`config.mk`:
```
export PLATFORM = sky130hd
export DESIGN_NAME = timer_digit_fmt
export DESIGN_NICKNAME = d
export VERILOG_FILES = /design/src/rtl/timer_pkg.sv /design/src/rtl/bin2bcd_seq.sv /design/src/rtl/timer_digit_fmt.sv
export SDC_FILE = /design/constraint.sdc
export NUM_CORES = 1
export LEC_CHECK = 0
export CORE_AREA = 2 2 117 91
export DETAILED_ROUTE_END_ITERATION = 10
export DIE_AREA = 0 0 119 93
export PLACE_DENSITY = 0.75
export SYNTH_ARGS = -nofsm -noshare
export SYNTH_HDL_FRONTEND = slang
export SYNTH_SLANG_ARGS = --single-unit
```
`constraint.sdc`:
```
create_clock -name clock -period 2.6 [get_ports clock]
set_input_delay 0.78 -clock clock [delete_from_list [all_inputs] [get_ports clock]]
set_output_delay 0.78 -clock clock [all_outputs]
set_load 0.005 [all_outputs]
```
`src/rtl/timer_pkg.sv`:
```
`default_nettype none
// +----------------------------------------------------------------------------+
// | Package    : timer_pkg                                                     |
// | Description: Shared encodings for the countdown-timer display formatter:   |
// |              timer state codes, display digit-code field positions, the    |
// |              blank digit, saturation limits and the BCD converter FSM.     |
// | Revision   : 1.0 - initial release                                         |
// +----------------------------------------------------------------------------+
package timer_pkg;

  // Timer state encodings as delivered by the timer core (2'b11 acts as idle)
  localparam logic [1:0] ST_IDLE  = 2'b00;
  localparam logic [1:0] ST_RUN   = 2'b01;
  localparam logic [1:0] ST_PAUSE = 2'b10;

  // Display digit code: {enable, hex[3:0], decimal point}
  localparam int EN_BIT  = 5;
  localparam int HEX_MSB = 4;
  localparam int HEX_LSB = 1;
  localparam int DP_BIT  = 0;
  localparam logic [5:0] BLANK = 6'b000000;

  // Largest values the four-digit MM:SS display can show
  localparam logic [6:0] MIN_LIMIT = 7'd99;
  localparam logic [6:0] SEC_LIMIT = 7'd59;

  // One double-dabble iteration per input bit
  localparam int BCD_ITERS = 7;

  typedef enum logic [1:0] {
    IDLE   = 2'd0,
    SHIFT  = 2'd1,
    UPDATE = 2'd2
  } conv_state_t;

  function automatic logic [6:0] saturate(input logic [6:0] value, input logic [6:0] limit);
    return (value > limit) ? limit : value;
  endfunction

  function automatic logic [5:0] digit_code(input logic en, input logic [3:0] hex, input logic dp);
    logic [5:0] code;
    code                  = BLANK;
    code[EN_BIT]          = en;
    code[HEX_MSB:HEX_LSB] = hex;
    code[DP_BIT]          = dp;
    return code;
  endfunction

endpackage
`default_nettype wire

```
`src/rtl/bin2bcd_seq.sv`:
```
`default_nettype none
// +----------------------------------------------------------------------------+
// | Module     : bin2bcd_seq                                                   |
// | Description: Iterative 7-bit binary to 2-digit BCD converter (double       |
// |              dabble), one iteration per clock. Inputs are expected to be   |
// |              <= 99 so the result fits in two BCD digits.                   |
// | Ports      : clock, reset (sync, active-low), start (loads bin),           |
// |              bin[6:0], busy (iterating), done (final iteration this cycle; |
// |              tens/units are valid from the following cycle), tens, units. |
// | Revision   : 1.0 - initial release                                         |
// +----------------------------------------------------------------------------+
module bin2bcd_seq
  import timer_pkg::*;
(
  input  logic       clock,
  input  logic       reset,
  input  logic       start,
  input  logic [6:0] bin,
  output logic       busy,
  output logic       done,
  output logic [3:0] tens,
  output logic [3:0] units
);

  localparam logic [2:0] LAST_ITER = 3'(BCD_ITERS - 1);

  logic [6:0]  bin_sh;
  logic [7:0]  bcd;
  logic [2:0]  iter;
  logic        running;
  logic [3:0]  tens_adj;
  logic [3:0]  units_adj;
  logic [14:0] work_shifted;

  // Add-3 correction on any nibble >= 5, then shift the whole
  // {bcd, binary} work register left by one.
  always_comb begin
    units_adj    = (bcd[3:0] >= 4'd5) ? bcd[3:0] + 4'd3 : bcd[3:0];
    tens_adj     = (bcd[7:4] >= 4'd5) ? bcd[7:4] + 4'd3 : bcd[7:4];
    work_shifted = {tens_adj, units_adj, bin_sh} << 1;
  end

  always_ff @(posedge clock) begin
    if (!reset) begin
      bin_sh  <= '0;
      bcd     <= '0;
      iter    <= '0;
      running <= 1'b0;
    end else if (start) begin
      bin_sh  <= bin;
      bcd     <= '0;
      iter    <= '0;
      running <= 1'b1;
    end else if (running) begin
      bcd    <= work_shifted[14:7];
      bin_sh <= work_shifted[6:0];
      iter   <= iter + 3'd1;
      if (iter == LAST_ITER) begin
        running <= 1'b0;
      end
    end
  end

  assign busy  = running;
  assign done  = running && (iter == LAST_ITER);
  assign tens  = bcd[7:4];
  assign units = bcd[3:0];

endmodule
`default_nettype wire

```
`src/rtl/timer_digit_fmt.sv`:
```
`default_nettype none
// +----------------------------------------------------------------------------+
// | Module     : timer_digit_fmt                                               |
// | Description: Formats the countdown timer's minutes/seconds into eight      |
// |              display digit codes (MM:SS plus a status digit), with         |
// |              saturation, sequential BCD conversion and pause/done blink.   |
// | Ports      : clock, reset (sync, active-low), min_left[6:0],               |
// |              sec_left[6:0], state[1:0], done, d1..d8[5:0] digit codes      |
// |              {en, hex[3:0], dp}, busy (conversion in progress).            |
// | Revision   : 1.0 - initial release                                         |
// +----------------------------------------------------------------------------+
module timer_digit_fmt
  import timer_pkg::*;
#(
  parameter int BLINK_COUNT = 25000000
) (
  input  logic       clock,
  input  logic       reset,
  input  logic [6:0] min_left,
  input  logic [6:0] sec_left,
  input  logic [1:0] state,
  input  logic       done,
  output logic [5:0] d1,
  output logic [5:0] d2,
  output logic [5:0] d3,
  output logic [5:0] d4,
  output logic [5:0] d5,
  output logic [5:0] d6,
  output logic [5:0] d7,
  output logic [5:0] d8,
  output logic       busy
);

  localparam int CNT_W = (BLINK_COUNT > 1) ? $clog2(BLINK_COUNT) : 1;
  localparam logic [CNT_W-1:0] BLINK_LAST = CNT_W'(BLINK_COUNT - 1);

  // ---------------------------------------------------------------------------
  // Conversion control
  // ---------------------------------------------------------------------------
  conv_state_t conv_state, conv_next;
  logic [6:0]  min_sat, sec_sat;
  logic [6:0]  cap_min, cap_sec;
  logic        pending;
  logic        in_changed;
  logic        start_conv;

  logic        min_busy, sec_busy, min_done, sec_done;
  logic [3:0]  min_tens, min_units, sec_tens, sec_units;
  logic [3:0]  dig_min_tens, dig_min_units, dig_sec_tens, dig_sec_units;

  assign min_sat    = saturate(min_left, MIN_LIMIT);
  assign sec_sat    = saturate(sec_left, SEC_LIMIT);
  assign in_changed = (min_sat != cap_min) || (sec_sat != cap_sec);

  always_ff @(posedge clock) begin
    if (!reset) begin
      conv_state <= IDLE;
    end else begin
      conv_state <= conv_next;
    end
  end

  // UPDATE chains straight into a new SHIFT when something changed while
  // busy, so back-to-back conversions have no idle gap.
  always_comb begin
    conv_next  = conv_state;
    start_conv = 1'b0;
    case (conv_state)
      IDLE: begin
        if (in_changed || pending) begin
          conv_next  = SHIFT;
          start_conv = 1'b1;
        end
      end
      SHIFT: begin
        if (min_done && sec_done) begin
          conv_next = UPDATE;
        end
      end
      UPDATE: begin
        if (in_changed || pending) begin
          conv_next  = SHIFT;
          start_conv = 1'b1;
        end else begin
          conv_next = IDLE;
        end
      end
      default: conv_next = IDLE;
    endcase
  end

  always_ff @(posedge clock) begin
    if (!reset) begin
      cap_min       <= '0;
      cap_sec       <= '0;
      pending       <= 1'b0;
      dig_min_tens  <= '0;
      dig_min_units <= '0;
      dig_sec_tens  <= '0;
      dig_sec_units <= '0;
    end else begin
      if (start_conv) begin
        cap_min <= min_sat;
        cap_sec <= sec_sat;
        pending <= 1'b0;
      end else if ((conv_state != IDLE) && in_changed) begin
        pending <= 1'b1;
      end
      if (conv_state == UPDATE) begin
        dig_min_tens  <= min_tens;
        dig_min_units <= min_units;
        dig_sec_tens  <= sec_tens;
        dig_sec_units <= sec_units;
      end
    end
  end

  bin2bcd_seq u_min_bcd (
    .clock (clock),
    .reset (reset),
    .start (start_conv),
    .bin   (min_sat),
    .busy  (min_busy),
    .done  (min_done),
    .tens  (min_tens),
    .units (min_units)
  );

  bin2bcd_seq u_sec_bcd (
    .clock (clock),
    .reset (reset),
    .start (start_conv),
    .bin   (sec_sat),
    .busy  (sec_busy),
    .done  (sec_done),
    .tens  (sec_tens),
    .units (sec_units)
  );

  // The converters are busy for exactly the SHIFT cycles; UPDATE adds one.
  assign busy = min_busy || sec_busy || (conv_state == UPDATE);

  // ---------------------------------------------------------------------------
  // Status and blink
  // ---------------------------------------------------------------------------
  logic [1:0]       state_q;
  logic             done_q;
  logic             blink_active;
  logic [CNT_W-1:0] blink_cnt;
  logic             phase_on;
  logic             visible;

  // Counter runs off the registered status so that entry into pause/done
  // always yields a full on half-period before the first off phase.
  assign blink_active = (state_q == ST_PAUSE) || done_q;
  assign visible      = !blink_active || phase_on;

  always_ff @(posedge clock) begin
    if (!reset) begin
      state_q   <= ST_IDLE;
      done_q    <= 1'b0;
      blink_cnt <= '0;
      phase_on  <= 1'b1;
    end else begin
      state_q <= state;
      done_q  <= done;
      if (!blink_active) begin
        blink_cnt <= '0;
        phase_on  <= 1'b1;
      end else if (blink_cnt == BLINK_LAST) begin
        blink_cnt <= '0;
        phase_on  <= !phase_on;
      end else begin
        blink_cnt <= blink_cnt + 1'b1;
      end
    end
  end

  // ---------------------------------------------------------------------------
  // Digit codes
  // ---------------------------------------------------------------------------
  logic [3:0] status_val;

  always_comb begin
    status_val = 4'd0;
    if (done_q) begin
      status_val = 4'd3;
    end else if (state_q == ST_RUN) begin
      status_val = 4'd1;
    end else if (state_q == ST_PAUSE) begin
      status_val = 4'd2;
    end
  end

  assign d1 = digit_code(visible, dig_sec_units, 1'b0);
  assign d2 = digit_code(visible, dig_sec_tens, 1'b0);
  assign d3 = digit_code(visible, dig_min_units, 1'b1);   // dp acts as the colon
  assign d4 = digit_code(visible && (dig_min_tens != 4'd0), dig_min_tens, 1'b0);
  assign d5 = digit_code(1'b1, status_val, 1'b0);
  assign d6 = BLANK;
  assign d7 = BLANK;
  assign d8 = BLANK;

endmodule
`default_nettype wire

```
==> results.md, run 1 <==
- Clock skew: 7.30 ps
- Worst-Skew Late Latency: 340 ps
- Top-count cell post-synth: dfxtp_1
- CP bufs+invs: 4
- # hold bufs at CTS: 0
- FF+latch area: 2000 sq um
- First-pass GRT wire length: 15700 um
- Worst-path cell chain: dlygate4sd2_1 -> buf_4 -> nor4b_2 -> a22o_1 -> o32ai_4 -> o41ai_4 -> buf_6 -> buf_12 -> nor2_1 -> a31o_2
- CTS tree: done
- Total of max-cap violations: 0
- Buffers on Ports: 41
- Area contributors post-synth: dfxtp_1, buf_4, nand2_1
- Final Slew Violations: 0
- Num CTS Buffers: 9
- Hold Crit Depth: 1
- I/O pin count: 68
- Worst reg-to-reg path cell count: 6
- Critical path arrival: 2750 ps
- Die height: 93 um
- Gr usage total: 17.4%
- Critical path's largest stage delay: 360 ps
- Setup TNS: 0 ps
- Period utilisation layout: 96.8%
- Syn avg cell area: 8.71 sq um
- Critical path endpoint category: flop
- Ys Warns: 0
- Die area: 11100 sq um
- Final wirelength: 9520 um
- Top cells by count, synth: dfxtp_1, nand2_1, nor2_1
- Core area: 9970 sq um
- Hold slack final: 457 ps
- Synth top area share: 42.1%
- Dominant cell type by area after synthesis: dfxtp_1
- Starting Density: 47.7%
- Clk slew on worst S/H paths: 70 ps
- Die width: 119 um
- Initial antenna violation count: 0
- Clock sinks: 100
- Crit path time final: 2520 ps
- Placed cell count: 726
- Post-DR vias/cell: 5.06
- Critical Path Slowest Stage Cell: o41ai_4
- Initial drt markers: 187
- Rel. slew slack: 60.5%
- Layout area overhead: 24.3%
- Hold violation total from the final report: 0
- Mapped cell area: 4760 sq um
- Final setup violation count: 0
- Fmax: 0.397 GHz
- HP Class: flop to flop
- Layout filler cell count: 851
- Detailed placement HPWL: 6750 um
- Crit Path Max Fanout: 14
- EDFF count, synth: 0
- Leakage: 2.29 nW
- Post-route DRC: 0
- DRT Pass-1 Iters: 4
- CTS root buf: clkbuf_16
- Layout cells sized above 1: 13.5%
- Worst path depth: 10
- Largest net degree at the start of global routing: 36
- ANT nets after route: 0
- WS Path Type: input pin to flop
- Maximum clock path buffer count: 2
- Number of global-route vias before repair: 3481
- H-tree depth: 3
- Worst Tran Pin Value: 588 ps
- Multi-input logic area: 2540 sq um
- Mapped Cells: 546
- Pwr Density: 561 nW/um^2
- Row count: 32
- Worst EP required: 2830 ps
- Max IR drop VDD: 423 uV
- Asr flop ratio synth: 0%
- Startpoint types: input pin
- Non-Filler Instances: 750
- Nets@finish: 642
- Yosys cell types: 50
- Status: finished clean
- Ant diodes: 0
- Seq/Total Area, Yosys: 42.1%
- Critical path's top delay family: compound AO/OA/AOI/OAI gates
- RePlAce Congestion: 0.846
- Via count: 3793
- Ys flop type: dfxtp_1
- GRT overflow: 0
- #FFs+latches synth: 100
- Wire per inst: 12.7 um
==> cell usage in the layout (no fill, tap or decap), types with 10 or more instances in the layout <==
cell type / count
xor2_1: 21
inv_1: 22
a21boi_0: 19
a31o_1: 12
clkbuf_16: 10
a21oi_1: 29
dfxtp_1: 100
buf_4: 33
conb_1: 26
nand2_1: 62
mux2i_1: 12
clkdlybuf4s50_1: 29
xnor2_1: 20
o21ai_0: 14
ha_1: 13
nor2_1: 62
nand3_1: 17
==> through the flow <==
| stage | setup WS [ps] | util (%) | power, mW | instance area [sq um] |
|---|---|---|---|---|
| final | 82.1 | 59.3 | 3.32 | 5910 |
| after global routing | -5.74 | 59.3 | 3.44 | 5910 |
| after CTS | 0.215 | 58.3 | 3.32 | 5810 |
| after detailed placement | -674 | 54.0 | 1.96 | 5380 |
| after global placement | -544 | 54.0 | 1.95 | 5380 |
| after floorplan | 8.38 | - | 1.86 | 4860 |
==> registers in the layout, indices dropped and copies added (netlist names), 2 cells and up <==
name,flops
u_sec_bcd.iter,3
conv_state,2
u_sec_bcd.bcd,8
dig_sec_units,4
u_sec_bcd.bin_sh,7
cap_sec,7
u_min_bcd.bin_sh,7
dig_sec_tens,4
cap_min,7
u_min_bcd.iter,3
u_min_bcd.bcd,8
dig_min_tens,4
dig_min_units,4
state_q,2
blink_cnt,25
==> timing repair <==
| item | in CTS | in global routing |
|---|---|---|
| buffers inserted | 8 | 1 |
| pin swaps | 4 | 7 |
| gates cloned | 0 | 1 |
| hold endpoints to repair | 0 | 0 |
| setup endpoints to repair | 50 | 49 |
| gates resized for setup | 24 | 16 |
==> layout make-up <==
cell class | count | share of cell area, %
clock buffer | 12 | 4.34
clock inverter | 3 | 0.783
inverter | 24 | 1.52
multi-input combinational | 392 | 42.9
sequential | 100 | 33.9
tap | 136 | 2.88
timing repair buffer | 83 | 13.7
==> cell families after synthesis <==
logic type | synth area share [%]
other | 0.158
xor gates and xnor gates | 7.55
adders and majority gates | 3.42
DFF | 42.1
AOI/OAI and AO/OA | 14.9
buffers and inverters | 8.92
and+or+nand+nor | 19.1
muxes | 3.95
==> where the power goes <==
part	internal, mW	leakage [nW]	total [mW]	switching (mW)
Clock	0.795	0.145	1.34	0.547
Sequential	1.58	0.814	1.61	0.0337
Combinational	0.185	1.33	0.364	0.179
==> routing by layer <==
layer	track usage (%)	share of wire, %
met2	30.3	48
met5	0	0
met3	5.67	5.0
met1	20.9	46
met4	4.46	1.5
==> path summary, 6_finish.rpt <==
path | start | end | slack, ps
max | sec_left[6] | cap_min[0]$_SDFFE_PN0P_ | 80
min | conv_state[1]$_SDFFE_PN0P_ | conv_state[1]$_SDFFE_PN0P_ | 460
max reg2reg | blink_cnt[7]$_SDFF_PP0_ | blink_cnt[22]$_SDFF_PP0_ | 320
min reg2reg | conv_state[1]$_SDFFE_PN0P_ | conv_state[1]$_SDFFE_PN0P_ | 460
Power figures use the tool's default switching activity.
==> run 2: changes to the inputs <==
- GPL_TIMING_DRIVEN: unset -> 1
- SKIP_CTS_REPAIR_TIMING: unset -> 1
- SLEW_MARGIN: unset -> 20
==> run 2 against run 1 <==
Compared with the run above:
- flip-flop and latch count unchanged
- worst hold slack lost 5.1 ps
- fmax down 1.5%
- global-route usage decreased by 0.20 points
- die area stayed put
- critical path type unchanged
- critical endpoint unchanged
==> results.md, run 2 (synthesis results as in run 1) <==
- ANT nets after route: 0 (unchanged)
- Critical path endpoint category: flop (unchanged)
- Row count: 32 (unchanged)
- Critical path arrival: 2790 ps (was 2750 ps)
- CP bufs+invs: 3 (was 4)
- Post-DR vias/cell: 5.04 (was 5.06)
- Most frequent cells in the layout: dfxtp_1, nand2_1, nor2_1, buf_4, a21oi_1 (was dfxtp_1, nand2_1, nor2_1, buf_4)
- Metal2 WL: 4630 um (was 4540 um)
- Die area: 11100 sq um (unchanged)
- Tot Pwr: 3.32 mW (about the same)
- CTS tree: done (unchanged)
- Die height: 93 um (unchanged)
- Detailed placement HPWL: 6750 um (unchanged)
- Starting Density: 47.7% (unchanged)
- Worst Tran Pin Value: 593 ps (was 588 ps)
- Dpl ws: -674 ps (unchanged)
- Reg2reg start: blink_cnt[7]$_SDFF_PP0_ (unchanged)
- R2r setup slk: 320 ps (about the same)
- RePlAce Congestion: 0.846 (unchanged)
- Die width: 119 um (unchanged)
- GRT overflow: 0 (unchanged)
- Critical path's top delay family: compound AO/OA/AOI/OAI gates (unchanged)
- DR top layer: met4 (unchanged)
- Wire per inst: 12.8 um (was 12.7 um)
- DRT Pass-1 Iters: 4 (unchanged)
- Ant diodes: 0 (unchanged)
- Max IR drop VDD: 375 uV (was 423 uV)
- RSZ-0062 raised after global routing: false
- Status: finished clean (unchanged)
- Hold violation total from the final report: 0 (unchanged)
- Final wirelength: 9590 um (was 9520 um)
- Max reg flops: 25 (unchanged)
- Largest Register: blink_cnt (unchanged)
- Most common cell after layout, fill and taps aside: dfxtp_1 (unchanged)
- HP Class: flop to flop (unchanged)
- Pwr Density: 559 nW/um^2 (was 561 nW/um^2)
- Fmax: 0.391 GHz (was 0.397 GHz)
- Buffers on Ports: 41 (unchanged)
- Worst setup margin: 44.0 ps (was 82.1 ps)
- Hold path startpoint: conv_state[1]$_SDFFE_PN0P_ (unchanged)
- Metal-1 WL: 4380 um (was 4360 um)
- Largest registers: blink_cnt: 25 flops, u_min_bcd.bcd: 8 flops, u_sec_bcd.bcd: 8 flops (unchanged)
- Crit path time final: 2560 ps (was 2520 ps)
- Reg-to-Reg End: blink_cnt[22]$_SDFF_PP0_ (unchanged)
- Leakage: 2.35 nW (was 2.29 nW)
- Metal3 WL: 477 um (unchanged)
- Initial antenna violation count: 0 (unchanged)
- CTS root buf: clkbuf_16 (unchanged)
- CP startpoint: min_left[3] (was sec_left[6])
- Startpoint types: input pin (unchanged)
- Critical Path Slowest Stage Cell: clkdlybuf4s50_1 (was o41ai_4)
- Num CTS Buffers: 9 (unchanged)
- H-tree depth: 3 (unchanged)
- Via count: 3778 (was 3793)
- Hold Crit Depth: 1 (unchanged)
- Total of max-cap violations: 0 (unchanged)
- Critical path's largest stage delay: 430 ps (was 360 ps)
- I/O pin count: 68 (unchanged)
- Worst reg-to-reg path cell count: 6 (unchanged)
- Number of global-route vias before repair: 3450 (was 3481)
- Largest net degree at the start of global routing: 36 (unchanged)
- Gr usage total: 17.2% (was 17.4%)
- Worst Hold Path EP: conv_state[1]$_SDFFE_PN0P_ (unchanged)
- Placed cell count: 726 (unchanged)
- Worst EP required: 2830 ps (about the same)
- Period utilisation layout: 98.3% (was 96.8%)
- Initial drt markers: 206 (was 187)
- Worst-path cell chain: clkdlybuf4s50_1 -> o311a_4 -> o22a_1 -> o41ai_4 -> buf_6 -> buf_12 -> nor2_1 -> a31o_2 (was dlygate4sd2_1 -> buf_4 -> nor4b_2 -> a22o_1 -> o32ai_4 -> o41ai_4 -> buf_6 -> buf_12 -> nor2_1 -> a31o_2)
- First-pass GRT wire length: 15500 um (was 15700 um)
- Post-route DRC: 0 (unchanged)
- Clock skew: 6.90 ps (was 7.30 ps)
- Crit Path Max Fanout: 9 (was 14)
- Clk slew on worst S/H paths: 70 ps (about the same)
- Rel. slew slack: 60.1% (was 60.5%)
- Non-Filler Instances: 749 (was 750)
- Worst-Skew Late Latency: 340 ps (about the same)
- Clock sinks: 100 (unchanged)
- Layout cells sized above 1: 13.5% (about the same)
- Maximum clock path buffer count: 2 (unchanged)
- Core area: 9970 sq um (unchanged)
- Nets@finish: 641 (was 642)
- Final setup violation count: 0 (unchanged)
- Final Slew Violations: 0 (unchanged)
- Layout area overhead: 25.0% (was 24.3%)
- WS Path Type: input pin to flop (unchanged)
-- run 2: worst max-delay path by stage --
stage / endpoint / slack [ps] / cells past startpoint
2_1_floorplan: cap_min[2]$_SDFFE_PN0P_ / 8 / 8
3_3_place_gp: cap_min[0]$_SDFFE_PN0P_ / -540 / 8
3_5_place_dp: cap_min[0]$_SDFFE_PN0P_ / -670 / 8
4_1_cts: cap_min[0]$_SDFFE_PN0P_ / -310 / 8
5_1_grt: u_min_bcd.iter[2]$_SDFFE_PP0P_ / 3 / 8
6_report: cap_min[0]$_SDFFE_PN0P_ / 40 / 8
-- run 2: worst register-to-register path, delay by kind of cell (launching register included) --
family | cells | cell delay [ps]
DFF | 1 | 340
and+or+nand+nor | 5 | 1650
buffers and inverters | 1 | 180
-- run 2: final cells by class --
class,count,area [sq um]
Timing Repair Buffer,82,841
Multi-Input combinational cell,392,2540
Clock inverter,3,46.3
Clock buffer,12,256
Fill cell,850,4030
Tap cell,136,170
Sequential cell,100,2000
Inverter,24,90.1
-- run 2: routing by layer --
metal / GRT usage [%] / vias to the layer above
met5: 0 / -
met4: 4.76 / 0
met3: 5.61 / 12
met2: 29.3 / 80
met1: 21.0 / 1757
li1: - / 1929
-- run 2: per-stage QoR --
stage	util [%]	area, sq um	setup TNS [ps]	hold slack, ps
6_report	59.6	5940	0	452
5_1_grt	59.6	5940	0	484
4_1_cts	57.0	5680	-10310	458
3_5_place_dp	54.0	5380	-29110	448
3_3_place_gp	54.0	5380	-23040	440
2_1_floorplan	-	4860	0	426
-- run 2: report_power, final --
part / internal (mW) / total [mW] / switching, mW
sequential: 1.58 / 1.61 / 0.0337
clock: 0.795 / 1.34 / 0.549
combinational: 0.188 / 0.367 / 0.179
total: 2.56 / 3.32 / 0.762
